<file path="config.mk">
export PLATFORM = sky130hd
export DESIGN_NAME = demux1to2_stream_flat
export DESIGN_NICKNAME = d
export VERILOG_FILES = /design/src/rtl/demux1to2_stream_if.sv /design/src/rtl/demux1to2_stream.sv /design/src/flat_wrapper.sv
export SDC_FILE = /design/constraint.sdc
export NUM_CORES = 1
export LEC_CHECK = 0
export CAP_MARGIN = 0
export CORE_MARGIN = 2
export CORE_UTILIZATION = 41
export DETAILED_ROUTE_END_ITERATION = 7
export HOLD_SLACK_MARGIN = 0.06
export PLACE_DENSITY = 0.81
export SLEW_MARGIN = 20
export SYNTH_ARGS = -nofsm -noshare
export SYNTH_HDL_FRONTEND = slang
export SYNTH_SLANG_ARGS = --single-unit
</file>
<file path="constraint.sdc">
create_clock -name clk -period 1.3 [get_ports clk]
set_input_delay 0.26 -clock clk [delete_from_list [all_inputs] [get_ports clk]]
set_output_delay 0.26 -clock clk [all_outputs]
set_load 0.05 [all_outputs]
</file>
<file path="src/rtl/demux1to2_stream_if.sv">
// Valid/ready handshake bundle for demux1to2_stream: one producer side and NUM_OUT consumer lanes.
// slave = the demultiplexer's view; master = the environment driving it.
interface demux1to2_stream_if #(
  parameter int DATA_W = 8,
  parameter int SEL_W  = 1
);
  localparam int NUM_OUT = 2 ** SEL_W;

  logic               in_valid;
  logic               in_ready;
  logic [DATA_W-1:0]  in_data;
  logic [SEL_W-1:0]   in_sel;
  logic [NUM_OUT-1:0] out_valid;
  logic [NUM_OUT-1:0] out_ready;
  logic [DATA_W-1:0]  out_data;

  modport slave (
    input  in_valid, in_data, in_sel, out_ready,
    output in_ready, out_valid, out_data
  );

  modport master (
    output in_valid, in_data, in_sel, out_ready,
    input  in_ready, out_valid, out_data
  );
endinterface

</file>
<file path="src/rtl/demux1to2_stream.sv">
// Registered 1-to-NUM_OUT stream demultiplexer with a single-entry output register.
// Define DEMUX_CNT_EN to add per-channel 16-bit delivered-beat counters on out_cnt.
module demux1to2_stream #(
  parameter int DATA_W = 8,
  parameter int SEL_W  = 1
) (
  input  logic clk,
  input  logic rst,
  demux1to2_stream_if.slave s_if
`ifdef DEMUX_CNT_EN
  ,
  output logic [(2**SEL_W)*16-1:0] out_cnt
`endif
);
  localparam int NUM_OUT = 2 ** SEL_W;

  typedef enum logic {S_EMPTY, S_FULL} state_t;

  state_t             r_state;
  state_t             w_state_nxt;
  logic [DATA_W-1:0]  r_data;
  logic [SEL_W-1:0]   r_sel;
  logic               w_deliver;
  logic               w_accept;
  logic               w_in_ready;

  // Only the held beat's own channel can release it; other ready bits are ignored.
  assign w_deliver  = (r_state == S_FULL) && s_if.out_ready[r_sel];
  assign w_in_ready = (r_state == S_EMPTY) || w_deliver;
  assign w_accept   = s_if.in_valid && w_in_ready;

  assign s_if.in_ready  = w_in_ready;
  assign s_if.out_data  = r_data;
  assign s_if.out_valid = (r_state == S_FULL) ? (NUM_OUT'(1) << r_sel) : '0;

  always_ff @(posedge clk) begin
    if (rst) begin
      r_state <= S_EMPTY;
    end else begin
      r_state <= w_state_nxt;
    end
  end

  always_comb begin
    w_state_nxt = r_state;
    case (r_state)
      S_EMPTY: if (w_accept) w_state_nxt = S_FULL;
      S_FULL:  if (w_deliver && !w_accept) w_state_nxt = S_EMPTY;
      default: w_state_nxt = S_EMPTY;
    endcase
  end

  always_ff @(posedge clk) begin
    if (rst) begin
      r_data <= '0;
      r_sel  <= '0;
    end else if (w_accept) begin
      r_data <= s_if.in_data;
      r_sel  <= s_if.in_sel;
    end
  end

`ifdef DEMUX_CNT_EN
  logic [15:0] r_cnt [NUM_OUT];

  always_ff @(posedge clk) begin
    if (rst) begin
      for (int k = 0; k < NUM_OUT; k++) r_cnt[k] <= '0;
    end else if (w_deliver) begin
      r_cnt[r_sel] <= r_cnt[r_sel] + 16'd1;
    end
  end

  for (genvar g = 0; g < NUM_OUT; g++) begin : g_cnt
    assign out_cnt[16*g +: 16] = r_cnt[g];
  end
`endif
endmodule

</file>
<file path="src/flat_wrapper.sv">
// flat-port wrapper written by rule: the top's interface ports become plain ports
module demux1to2_stream_flat 
#(
  parameter int DATA_W = 8,
  parameter int SEL_W  = 1
)
  (clk, rst, s_if_in_valid, s_if_in_data, s_if_in_sel, s_if_out_ready, s_if_in_ready, s_if_out_valid, s_if_out_data);
  demux1to2_stream_if #(.DATA_W(DATA_W), .SEL_W(SEL_W)) s_if_i ();
  input  logic clk;
  input  logic rst;
  input wire logic [$bits(s_if_i.in_valid)-1:0] s_if_in_valid;
  input wire logic [$bits(s_if_i.in_data)-1:0] s_if_in_data;
  input wire logic [$bits(s_if_i.in_sel)-1:0] s_if_in_sel;
  input wire logic [$bits(s_if_i.out_ready)-1:0] s_if_out_ready;
  output wire logic [$bits(s_if_i.in_ready)-1:0] s_if_in_ready;
  output wire logic [$bits(s_if_i.out_valid)-1:0] s_if_out_valid;
  output wire logic [$bits(s_if_i.out_data)-1:0] s_if_out_data;
  assign s_if_i.in_valid = s_if_in_valid;
  assign s_if_i.in_data = s_if_in_data;
  assign s_if_i.in_sel = s_if_in_sel;
  assign s_if_i.out_ready = s_if_out_ready;
  assign s_if_in_ready = s_if_i.in_ready;
  assign s_if_out_valid = s_if_i.out_valid;
  assign s_if_out_data = s_if_i.out_data;
  demux1to2_stream #(.DATA_W(DATA_W), .SEL_W(SEL_W)) u_core (.clk(clk), .rst(rst), .s_if(s_if_i));
endmodule
</file>
## Word level (Yosys, flattened, before mapping)

Index checks and enable logic that the tools add are counted.

| cells by class | value |
|---|---|
| magnitude comparators | 1 |
| shifts and indexed selects | 1 |
| mux-type cells | 6 |
| bitwise operators | 1 |
| reduce and logical (&&, ||, !) cells | 5 |

Operators by type and width:

| cell | count |
|---|---|
| 2-to-1 mux 1 bit | 4 |
| logical AND 1 bit | 3 |
| < comparator 1 x 2 -> 1 bit (second input constant) | 1 |
| 2-to-1 mux 2 bit | 1 |
| one-hot mux 1 bit (2 select lines) | 1 |
| << shifter 1 x 1 -> 2 bit (first input constant) | 1 |
| zero test 1 bit | 1 |
| logical OR 1 bit | 1 |
| inverter 1 bit | 1 |

| storage, ports and cells | value |
|---|---|
| bits in registers | 10 |
| input port bits | 14 |
| output and inout bits | 11 |

## Depth between registers and ports, before layout

Gate-level depths: netlist of run 1.

| depth | value |
|---|---|
| depth in word-level cells | 9 |
| depth in mapped cells | 5 |
| mapped depth without buffers | 3 |

## Least setup slack after synthesis of run 1

OpenSTA, ideal clock, no wires.

| timing | value |
|---|---|
| path kind | reg-to-output |
| from | reg u_core.r_state |
| to | out s_if_out_valid[0] |
| arrival | 1.200 ns |
| setup slack | -0.160 ns |
| stages on the path, launching flop included | 4 |
| cell sequence | dfxtp_1 -> inv_1 -> clkbuf_1 -> nor2_1 |

| between the ends | value |
|---|---|
| cells in the longest elaborated chain, start to end | 1 |

Ends and longest elaborated chain:

| what | line | text |
|---|---|---|
| start, declared | demux1to2_stream.sv:19 | `state_t r_state;` |
| start signal, assigned | demux1to2_stream.sv:40 | `r_state <= w_state_nxt;` |
| 2-to-1 mux 2 bit | demux1to2_stream.sv:34 | `assign s_if.out_valid = (r_state == S_FULL) ? (NUM_OUT'(1) << r_sel) : '0;` |
| end, declared | flat_wrapper.sv:16 | `output wire logic [$bits(s_if_i.out_valid)-1:0] s_if_out_valid;` |

Every way passes these cells.

## Worst setup path in the final report of run 1

| timing | value |
|---|---|
| from | reg u_core.r_sel |
| to | out s_if_in_ready |

| between the ends | value |
|---|---|
| cells in the longest elaborated chain, start to end | 4 |

Ends and longest elaborated chain:

| what | line | text |
|---|---|---|
| start, declared | demux1to2_stream.sv:22 | `logic [SEL_W-1:0] r_sel;` |
| start signal, assigned | demux1to2_stream.sv:59 | `r_sel <= s_if.in_sel;` |
| 2-to-1 mux 1 bit (not written as such) (2 in series) | demux1to2_stream.sv:28 | `assign w_deliver = (r_state == S_FULL) && s_if.out_ready[r_sel];` |
| logical AND 1 bit | demux1to2_stream.sv:28 |  |
| logical OR 1 bit | demux1to2_stream.sv:29 | `assign w_in_ready = (r_state == S_EMPTY) \|\| w_deliver;` |
| end, declared | flat_wrapper.sv:15 | `output wire logic [$bits(s_if_i.in_ready)-1:0] s_if_in_ready;` |

Every way passes these cells. The select of a mux whose other input is x is not followed.

==> results of run 1 <==
-- routing by layer --
layer | global-route usage | vias to the layer above
li1 | - | 337
met1 | 0.254 | 318
met2 | 0.318 | 20
met3 | 0.0383 | 5
met4 | 0.131 | 0
met5 | 0 | -
-- logic make-up (layout without fill, tap and decap cells) --
group                  after synthesis  after routing  synth area share
buffers and inverters               13             43             0.111
and+or+nand+nor                     29             29             0.310
muxes                                1              1            0.0223
DFF                                 10             10             0.324
AOI/OAI and AO/OA                   20             20             0.233
-- final cells by class --
cell class / instances / area, um^2 / area share
Clock buffer: 4 / 36.3 / 0.0342
Inverter: 4 / 15.0 / 0.0142
Sequential cell: 10 / 204 / 0.192
Tap cell: 16 / 20.0 / 0.0189
Multi-Input combinational cell: 50 / 360 / 0.340
Timing Repair Buffer: 35 / 425 / 0.401
-- final timing paths --
kind	slack, ps	startpoint	endpoint
hold / removal	530	s_if_in_sel	u_core.r_sel
setup / recovery	-110	u_core.r_sel	s_if_in_ready
setup reg to reg	50	u_core.r_sel	u_core.s_if.out_data[1]
hold reg to reg	560	u_core.r_sel	u_core.r_sel
-- Yosys cell counts --
master,instances,share of area
sky130_fd_sc_hd__a221oi_1,1,0.014
sky130_fd_sc_hd__o311ai_1,1,0.014
sky130_fd_sc_hd__dfxtp_1,10,0.32
sky130_fd_sc_hd__nand2_4,1,0.018
sky130_fd_sc_hd__nand2_1,8,0.049
sky130_fd_sc_hd__nor2_1,2,0.012
sky130_fd_sc_hd__buf_4,3,0.036
sky130_fd_sc_hd__o21ai_0,2,0.016
sky130_fd_sc_hd__nand4b_1,8,0.11
sky130_fd_sc_hd__inv_1,4,0.024
sky130_fd_sc_hd__o311ai_0,7,0.099
sky130_fd_sc_hd__a21oi_1,1,0.0081
sky130_fd_sc_hd__buf_2,1,0.0081
sky130_fd_sc_hd__nor3b_1,8,0.097
sky130_fd_sc_hd__mux2i_2,1,0.022
sky130_fd_sc_hd__a31oi_1,8,0.081
sky130_fd_sc_hd__buf_6,1,0.018
sky130_fd_sc_hd__clkbuf_1,4,0.024
sky130_fd_sc_hd__nor2b_1,2,0.020
-- what timing repair did --
action	4_1_cts	5_1_grt
setup endpoints to repair	2	4
hold buffers	0	0
resized for setup	8	0
pin swaps	1	2
buffers inserted	1	1
-- stage by stage --
stage          instance area (um^2)  setup slack [ps]  total power [uW]
2_1_floorplan                   618              -160               566
3_3_place_gp                    990              -165               761
3_5_place_dp                    990              -246               769
4_1_cts                        1050             -92.2              1060
5_1_grt                        1060              -144              1110
6_report                       1060              -110              1070
-- worst reg2reg max path, cell delays in order (launching register included) --
cell and delay [ps]:
sky130_fd_sc_hd__dfxtp_4 380, sky130_fd_sc_hd__mux2i_4 280, sky130_fd_sc_hd__buf_4 240, sky130_fd_sc_hd__nand4b_1 120
sky130_fd_sc_hd__o311ai_0 130
-- flip-flops by register name, indices dropped and copies added (netlist names) --
name and cells:
u_core.r_sel 1, u_core.r_state 1, u_core.s_if.out_data 8
-- power groups by stage --
stage,logic (uW),registers [uW],clock network [uW]
after floorplan,121,445,0
after global placement,385,376,0
after detailed placement,392,376,0
after CTS,401,369,295
after global routing,422,373,314
final,404,368,296
==> run_summary.xml, run 1 <==
<?xml version="1.0" encoding="UTF-8"?>
<metrics>
  <group name="finish">
    <metric name="layoutNonFillerInstCount" unit="">119</metric>
    <metric name="nFillCells" unit="">119</metric>
    <metric name="layout-area-overhead-vs-synth" unit="%">71.7</metric>
    <metric name="final_nets" unit="">118</metric>
    <metric name="final_layout_size_suffix_gt1_frac" unit="">0.291</metric>
    <metric name="fin_util" unit="">0.730</metric>
    <metric name="insertedDiodeCount" unit="">0</metric>
    <metric name="layout.cells.most_common_list" unit="">sky130_fd_sc_hd__clkdlybuf4s50_1, sky130_fd_sc_hd__buf_4, sky130_fd_sc_hd__buf_12</metric>
  </group>
  <group name="timing">
    <metric name="final_period_minus_worst_setup_slack" unit="ps">1410</metric>
    <metric name="holdWs" unit="ps">534</metric>
    <metric name="worstMarginPinSlew" unit="ps">342</metric>
    <metric name="setup_viol_count_final" unit="">2</metric>
    <metric name="setup_total_negative_slack" unit="ps">-117</metric>
    <metric name="setup_slack" unit="ps">-110</metric>
    <metric name="clock_skew" unit="ps">5.54</metric>
    <metric name="final-max-slew-violation-count" unit="">0</metric>
    <metric name="clock.fmax" unit="MHz">709</metric>
    <metric name="timing_hold_violations_final" unit="">0</metric>
    <metric name="slew-limit-headroom" unit="">0.769</metric>
    <metric name="grt_setup_unrepaired" unit="">yes</metric>
    <metric name="timing.final.crit_share" unit="">1.08</metric>
  </group>
  <group name="setup_path">
    <metric name="timing_worst_setup_path_type" unit="">flop to primary output</metric>
    <metric name="timing.critical_path.to_type" unit="">primary output</metric>
    <metric name="critPathLaunchType" unit="">flop</metric>
    <metric name="path_delay_family" unit="">flip-flops</metric>
    <metric name="peak_per_stage_delay_on_the_critical_path" unit="ps">380</metric>
    <metric name="number_of_cells_on_the_critical_path" unit="">3</metric>
    <metric name="timing.critical_path.fanout_max" unit="">4</metric>
    <metric name="slowest_stage" unit="">sky130_fd_sc_hd__dfxtp_4</metric>
    <metric name="timing.reg2reg.worst_path_depth" unit="">4</metric>
    <metric name="worstPathBufferInverterCount" unit="">1</metric>
    <metric name="worst-endpoint-arrival" unit="ps">1150</metric>
    <metric name="crit_chain" unit="">mux2i_4 -&gt; nand2_4 -&gt; buf_8</metric>
    <metric name="cp_data_required_time" unit="ps">1040</metric>
  </group>
  <group name="job">
    <metric name="drv.max_cap_violation_count" unit="">0</metric>
  </group>
  <group name="synthesis">
    <metric name="mapped_cells" unit="">73</metric>
    <metric name="sequential_share_of_the_synthesized_area" unit="">0.324</metric>
    <metric name="yosys.cell_types.count" unit="">19</metric>
    <metric name="syn_area" unit="um^2">618</metric>
    <metric name="ys_ff_latch" unit="">10</metric>
    <metric name="synth_nets" unit="">87</metric>
    <metric name="syn_area_per_cell" unit="um^2">8.47</metric>
    <metric name="yosys_warnings" unit="">0</metric>
  </group>
  <group name="detailed_routing">
    <metric name="highest_signal_layer_in_the_routed_design" unit="">met4</metric>
    <metric name="drt-initial-drc-count" unit="">9</metric>
    <metric name="route.detailed.vias_per_inst" unit="">5.71</metric>
    <metric name="postRouteAntennaNets" unit="">0</metric>
    <metric name="drt-pass1-iter-count" unit="">4</metric>
    <metric name="detail_route.drc_violations" unit="">0</metric>
    <metric name="num_vias" unit="">680</metric>
    <metric name="route.layer.met1.wl" unit="um">771</metric>
    <metric name="met2_wirelength" unit="um">836</metric>
    <metric name="routed_wire_length_per_instance" unit="um">14.7</metric>
    <metric name="met3WireLength" unit="um">90</metric>
    <metric name="wl" unit="um">1740</metric>
  </group>
  <group name="global_route">
    <metric name="vias_in_the_first_global_route" unit="">636</metric>
    <metric name="number_of_antenna_violations_at_the_first_check_in_global_routing" unit="">0</metric>
    <metric name="residual_overflow_from_global_routing" unit="">0</metric>
    <metric name="grt_usage" unit="">0.204</metric>
    <metric name="grt_max_degree" unit="">19</metric>
    <metric name="grt_pass1_wl" unit="um">2820</metric>
  </group>
  <group name="clock_tree">
    <metric name="cts_htree_levels" unit="">1</metric>
    <metric name="clockBufferDepth" unit="">2</metric>
    <metric name="cts.reportedPaths.clkPinSlew" unit="ps">70</metric>
    <metric name="clock-root-buffer" unit="">sky130_fd_sc_hd__clkbuf_4</metric>
    <metric name="clock_latency" unit="ps">280</metric>
    <metric name="tritoncts" unit="">yes</metric>
    <metric name="cts-buffers-inserted" unit="">3</metric>
    <metric name="clock_sink_count" unit="">10</metric>
  </group>
  <group name="die">
    <metric name="core_region_area" unit="mm^2">0.00145</metric>
    <metric name="initial_core_util" unit="">0.425</metric>
    <metric name="floorplan.die.height" unit="um">42.8</metric>
    <metric name="design.die.area" unit="mm^2">0.00183</metric>
    <metric name="rows" unit="">14</metric>
    <metric name="floorplan.io_pins" unit="">25</metric>
    <metric name="floorplan.die.width" unit="um">42.8</metric>
  </group>
  <group name="placement">
    <metric name="port-buffer-count" unit="">24</metric>
    <metric name="detailed_place_hpwl" unit="um">1180</metric>
    <metric name="placedCellCount" unit="">113</metric>
    <metric name="gp_congestion" unit="">0.685</metric>
  </group>
  <group name="outcome">
    <metric name="status" unit="">complete, but fails checks</metric>
    <metric name="violations" unit="">setup timing</metric>
  </group>
  <group name="power_and_ir_drop">
    <metric name="logic_pwr_share" unit="">0.378</metric>
    <metric name="power.share.sequential" unit="">0.345</metric>
    <metric name="power_switching" unit="uW">361</metric>
    <metric name="power.ir.vdd_worst" unit="mV">0.808</metric>
    <metric name="intPower" unit="uW">708</metric>
    <metric name="power_per_cell_area" unit="mW/mm^2">1010</metric>
    <metric name="p_sw_frac" unit="">0.337</metric>
    <metric name="part_of_the_power_in_the_clock_network" unit="">0.277</metric>
    <metric name="leakage_dissipation" unit="uW">0.000397</metric>
  </group>
  <group name="min_path">
    <metric name="worst_hold_path.num_cells" unit="">3</metric>
    <metric name="hold_path_class" unit="">input pin to flop</metric>
  </group>
</metrics>
Note: power is estimated with default switching activity, not from simulation.
==> inputs of run 2 (changes only) <==
CTS_BUF_LIST = sky130_fd_sc_hd__clkbuf_8 sky130_fd_sc_hd__clkbuf_16   (was default)
==> run 2 against run 1 <==
- the flow still finishes with violations (setup timing)
- final area increased by 1.4%
- total power increased by 8.6%
- critical path type unchanged
- sequential power about the same
- combinational power about the same
- utilization increased by 1.0 points
- via count decreased by 2.1%
- sequential share of layout area decreased by 0.27 points
- clock skew decreased by 1.7 ps
- maximum frequency increased by 4.9%
- die area unchanged
- final cell count decreased by 0.84%
- non-clock buffer count decreased by 1
==> run_summary.xml, run 2 (synthesis gave the netlist of run 1 again) <==
<?xml version="1.0" encoding="UTF-8"?>
<metrics>
  <group name="outcome">
    <metric name="status" unit="">complete, but fails checks</metric>
    <metric name="violations" unit="">setup timing</metric>
  </group>
  <group name="clock_tree">
    <metric name="cts_hold_buf" unit="">0</metric>
    <metric name="clock_latency" unit="ps">230</metric>
    <metric name="cts-buffers-inserted" unit="">3</metric>
    <metric name="clock-root-buffer" unit="">sky130_fd_sc_hd__clkbuf_8</metric>
    <metric name="clock_sink_count" unit="">10</metric>
    <metric name="cts.reportedPaths.clkPinSlew" unit="ps">50</metric>
    <metric name="clockBufferDepth" unit="">2</metric>
    <metric name="cts_htree_levels" unit="">1</metric>
    <metric name="tritoncts" unit="">yes</metric>
  </group>
  <group name="finish">
    <metric name="layout.cells.most_common_list" unit="">sky130_fd_sc_hd__clkdlybuf4s50_1, sky130_fd_sc_hd__buf_12, sky130_fd_sc_hd__buf_4, sky130_fd_sc_hd__dfxtp_1</metric>
    <metric name="final_nets" unit="">117</metric>
    <metric name="fin_util" unit="">0.740</metric>
    <metric name="final_layout_size_suffix_gt1_frac" unit="">0.284</metric>
    <metric name="max_reg_flops" unit="">8</metric>
    <metric name="layoutNonFillerInstCount" unit="">118</metric>
    <metric name="layout-area-overhead-vs-synth" unit="%">74.1</metric>
    <metric name="insertedDiodeCount" unit="">0</metric>
    <metric name="most_common_cell_after_layout_fill_and_taps_aside" unit="">sky130_fd_sc_hd__clkdlybuf4s50_1</metric>
  </group>
  <group name="timing">
    <metric name="final_period_minus_worst_setup_slack" unit="ps">1340</metric>
    <metric name="timing_hold_violations_final" unit="">0</metric>
    <metric name="final-max-slew-violation-count" unit="">0</metric>
    <metric name="setup_slack" unit="ps">-44.8</metric>
    <metric name="worstMarginPinSlew" unit="ps">283</metric>
    <metric name="slew-limit-headroom" unit="">0.809</metric>
    <metric name="grt_setup_unrepaired" unit="">yes</metric>
    <metric name="timing.final.crit_share" unit="">1.03</metric>
    <metric name="clock.fmax" unit="MHz">744</metric>
    <metric name="clock_skew" unit="ps">3.87</metric>
    <metric name="setup_viol_count_final" unit="">1</metric>
  </group>
  <group name="detailed_routing">
    <metric name="route.detailed.vias_per_inst" unit="">5.64</metric>
    <metric name="wl" unit="um">1670</metric>
    <metric name="detail_route.drc_violations" unit="">0</metric>
    <metric name="met3WireLength" unit="um">88</metric>
    <metric name="postRouteAntennaNets" unit="">0</metric>
    <metric name="met2_wirelength" unit="um">789</metric>
    <metric name="drt-pass1-iter-count" unit="">2</metric>
    <metric name="num_vias" unit="">666</metric>
    <metric name="route.layer.met1.wl" unit="um">760</metric>
    <metric name="drt-initial-drc-count" unit="">18</metric>
    <metric name="highest_signal_layer_in_the_routed_design" unit="">met4</metric>
    <metric name="routed_wire_length_per_instance" unit="um">14.2</metric>
  </group>
  <group name="power_and_ir_drop">
    <metric name="power.ir.vdd_worst" unit="mV">0.665</metric>
    <metric name="p_sw_frac" unit="">0.307</metric>
    <metric name="leakage_dissipation" unit="uW">0.000402</metric>
    <metric name="intPower" unit="uW">804</metric>
    <metric name="power.share.sequential" unit="">0.319</metric>
    <metric name="totalPowerFinal" unit="uW">1160</metric>
    <metric name="logic_pwr_share" unit="">0.347</metric>
    <metric name="power_per_cell_area" unit="mW/mm^2">1080</metric>
    <metric name="power_switching" unit="uW">357</metric>
    <metric name="part_of_the_power_in_the_clock_network" unit="">0.335</metric>
  </group>
  <group name="setup_path">
    <metric name="worst-endpoint-arrival" unit="ps">1080</metric>
    <metric name="timing.critical_path.fanout_max" unit="">4</metric>
    <metric name="crit_chain" unit="">mux2i_4 -&gt; nand2_4 -&gt; buf_8</metric>
    <metric name="slowest_stage" unit="">sky130_fd_sc_hd__dfxtp_4</metric>
    <metric name="crit_start" unit="">u_core.r_sel</metric>
    <metric name="r2r_start" unit="">u_core.r_sel</metric>
    <metric name="critPathLaunchType" unit="">flop</metric>
    <metric name="peak_per_stage_delay_on_the_critical_path" unit="ps">370</metric>
    <metric name="timing_worst_setup_path_type" unit="">flop to primary output</metric>
    <metric name="cp_data_required_time" unit="ps">1040</metric>
    <metric name="timing.critical_path.to_type" unit="">primary output</metric>
  </group>
  <group name="global_route">
    <metric name="number_of_antenna_violations_at_the_first_check_in_global_routing" unit="">0</metric>
    <metric name="residual_overflow_from_global_routing" unit="">0</metric>
    <metric name="vias_in_the_first_global_route" unit="">621</metric>
    <metric name="grt_usage" unit="">0.197</metric>
    <metric name="grt_max_degree" unit="">19</metric>
    <metric name="grt_pass1_wl" unit="um">2740</metric>
  </group>
  <group name="min_path">
    <metric name="hold_path_startpoint" unit="">u_core.r_sel</metric>
    <metric name="hold_path_class" unit="">flop to flop</metric>
  </group>
  <group name="die">
    <metric name="floorplan.die.width" unit="um">42.8</metric>
    <metric name="design.die.area" unit="mm^2">0.00183</metric>
    <metric name="initial_core_util" unit="">0.425</metric>
    <metric name="rows" unit="">14</metric>
    <metric name="floorplan.die.height" unit="um">42.8</metric>
    <metric name="core_region_area" unit="mm^2">0.00145</metric>
    <metric name="floorplan.io_pins" unit="">25</metric>
  </group>
  <group name="placement">
    <metric name="gp_congestion" unit="">0.685</metric>
    <metric name="placedCellCount" unit="">113</metric>
    <metric name="port-buffer-count" unit="">24</metric>
    <metric name="detailed_place_hpwl" unit="um">1180</metric>
  </group>
  <group name="job">
    <metric name="drv.max_cap_violation_count" unit="">0</metric>
  </group>
</metrics>
-- run 2: final cells by class --
class | instances | area [um^2]
clock buffers | 4 | 55.1
fillers | 115 | 378
inverters | 4 | 15.0
multi-input cells | 50 | 360
flip-flops and latches | 10 | 204
well taps | 16 | 20.0
repair buffers | 34 | 422
-- run 2: stage by stage --
step                      cell area [um^2]  setup TNS, ps  worst slack, ps  hold slack (ps)
after global routing                  1080          -84.2            -77.7              574
after global placement                 990          -1480             -165              534
after CTS                             1070          -49.9            -49.9              553
after detailed placement               990          -2250             -246              554
final                                 1080          -44.8            -44.8              551
after floorplan                        618           -321             -160              407
-- run 2: timing repair --
item                                    4_1_cts  5_1_grt
gates resized for setup                       7        3
pin swaps                                     1        1
buffers inserted                              1        0
endpoints found under the setup margin        5        3
-- run 2: metal layers --
layer / GRT usage / vias up
met4: 0.113 / 0
met1: 0.251 / 307
met3: 0.0383 / 4
met2: 0.306 / 19
met5: 0 / -
li1: - / 336
-- run 2: worst paths after layout --
path                                                 to  slack (ps)  depth (start not counted)
worst max-delay path                      s_if_in_ready         -40                          3
worst min register to register             u_core.r_sel         550                          2
worst max register to register  u_core.s_if.out_data[1]         100                          4
worst min-delay path                       u_core.r_sel         550                          2
-- run 2: critical path, delay by kind of cell (launching register included) --
kind,cells,cell delay (ps)
and+or+nand+nor,1,80
buffers and inverters,1,150
DFF,1,370
muxes,1,260
-- run 2: power groups by stage --
stage	Combinational [uW]	Clock, uW	Sequential, uW
CTS	401	398	370
global placement	385	0	376
detailed placement	392	0	376
global route	420	411	374
floorplan	121	0	445
finish	403	388	370
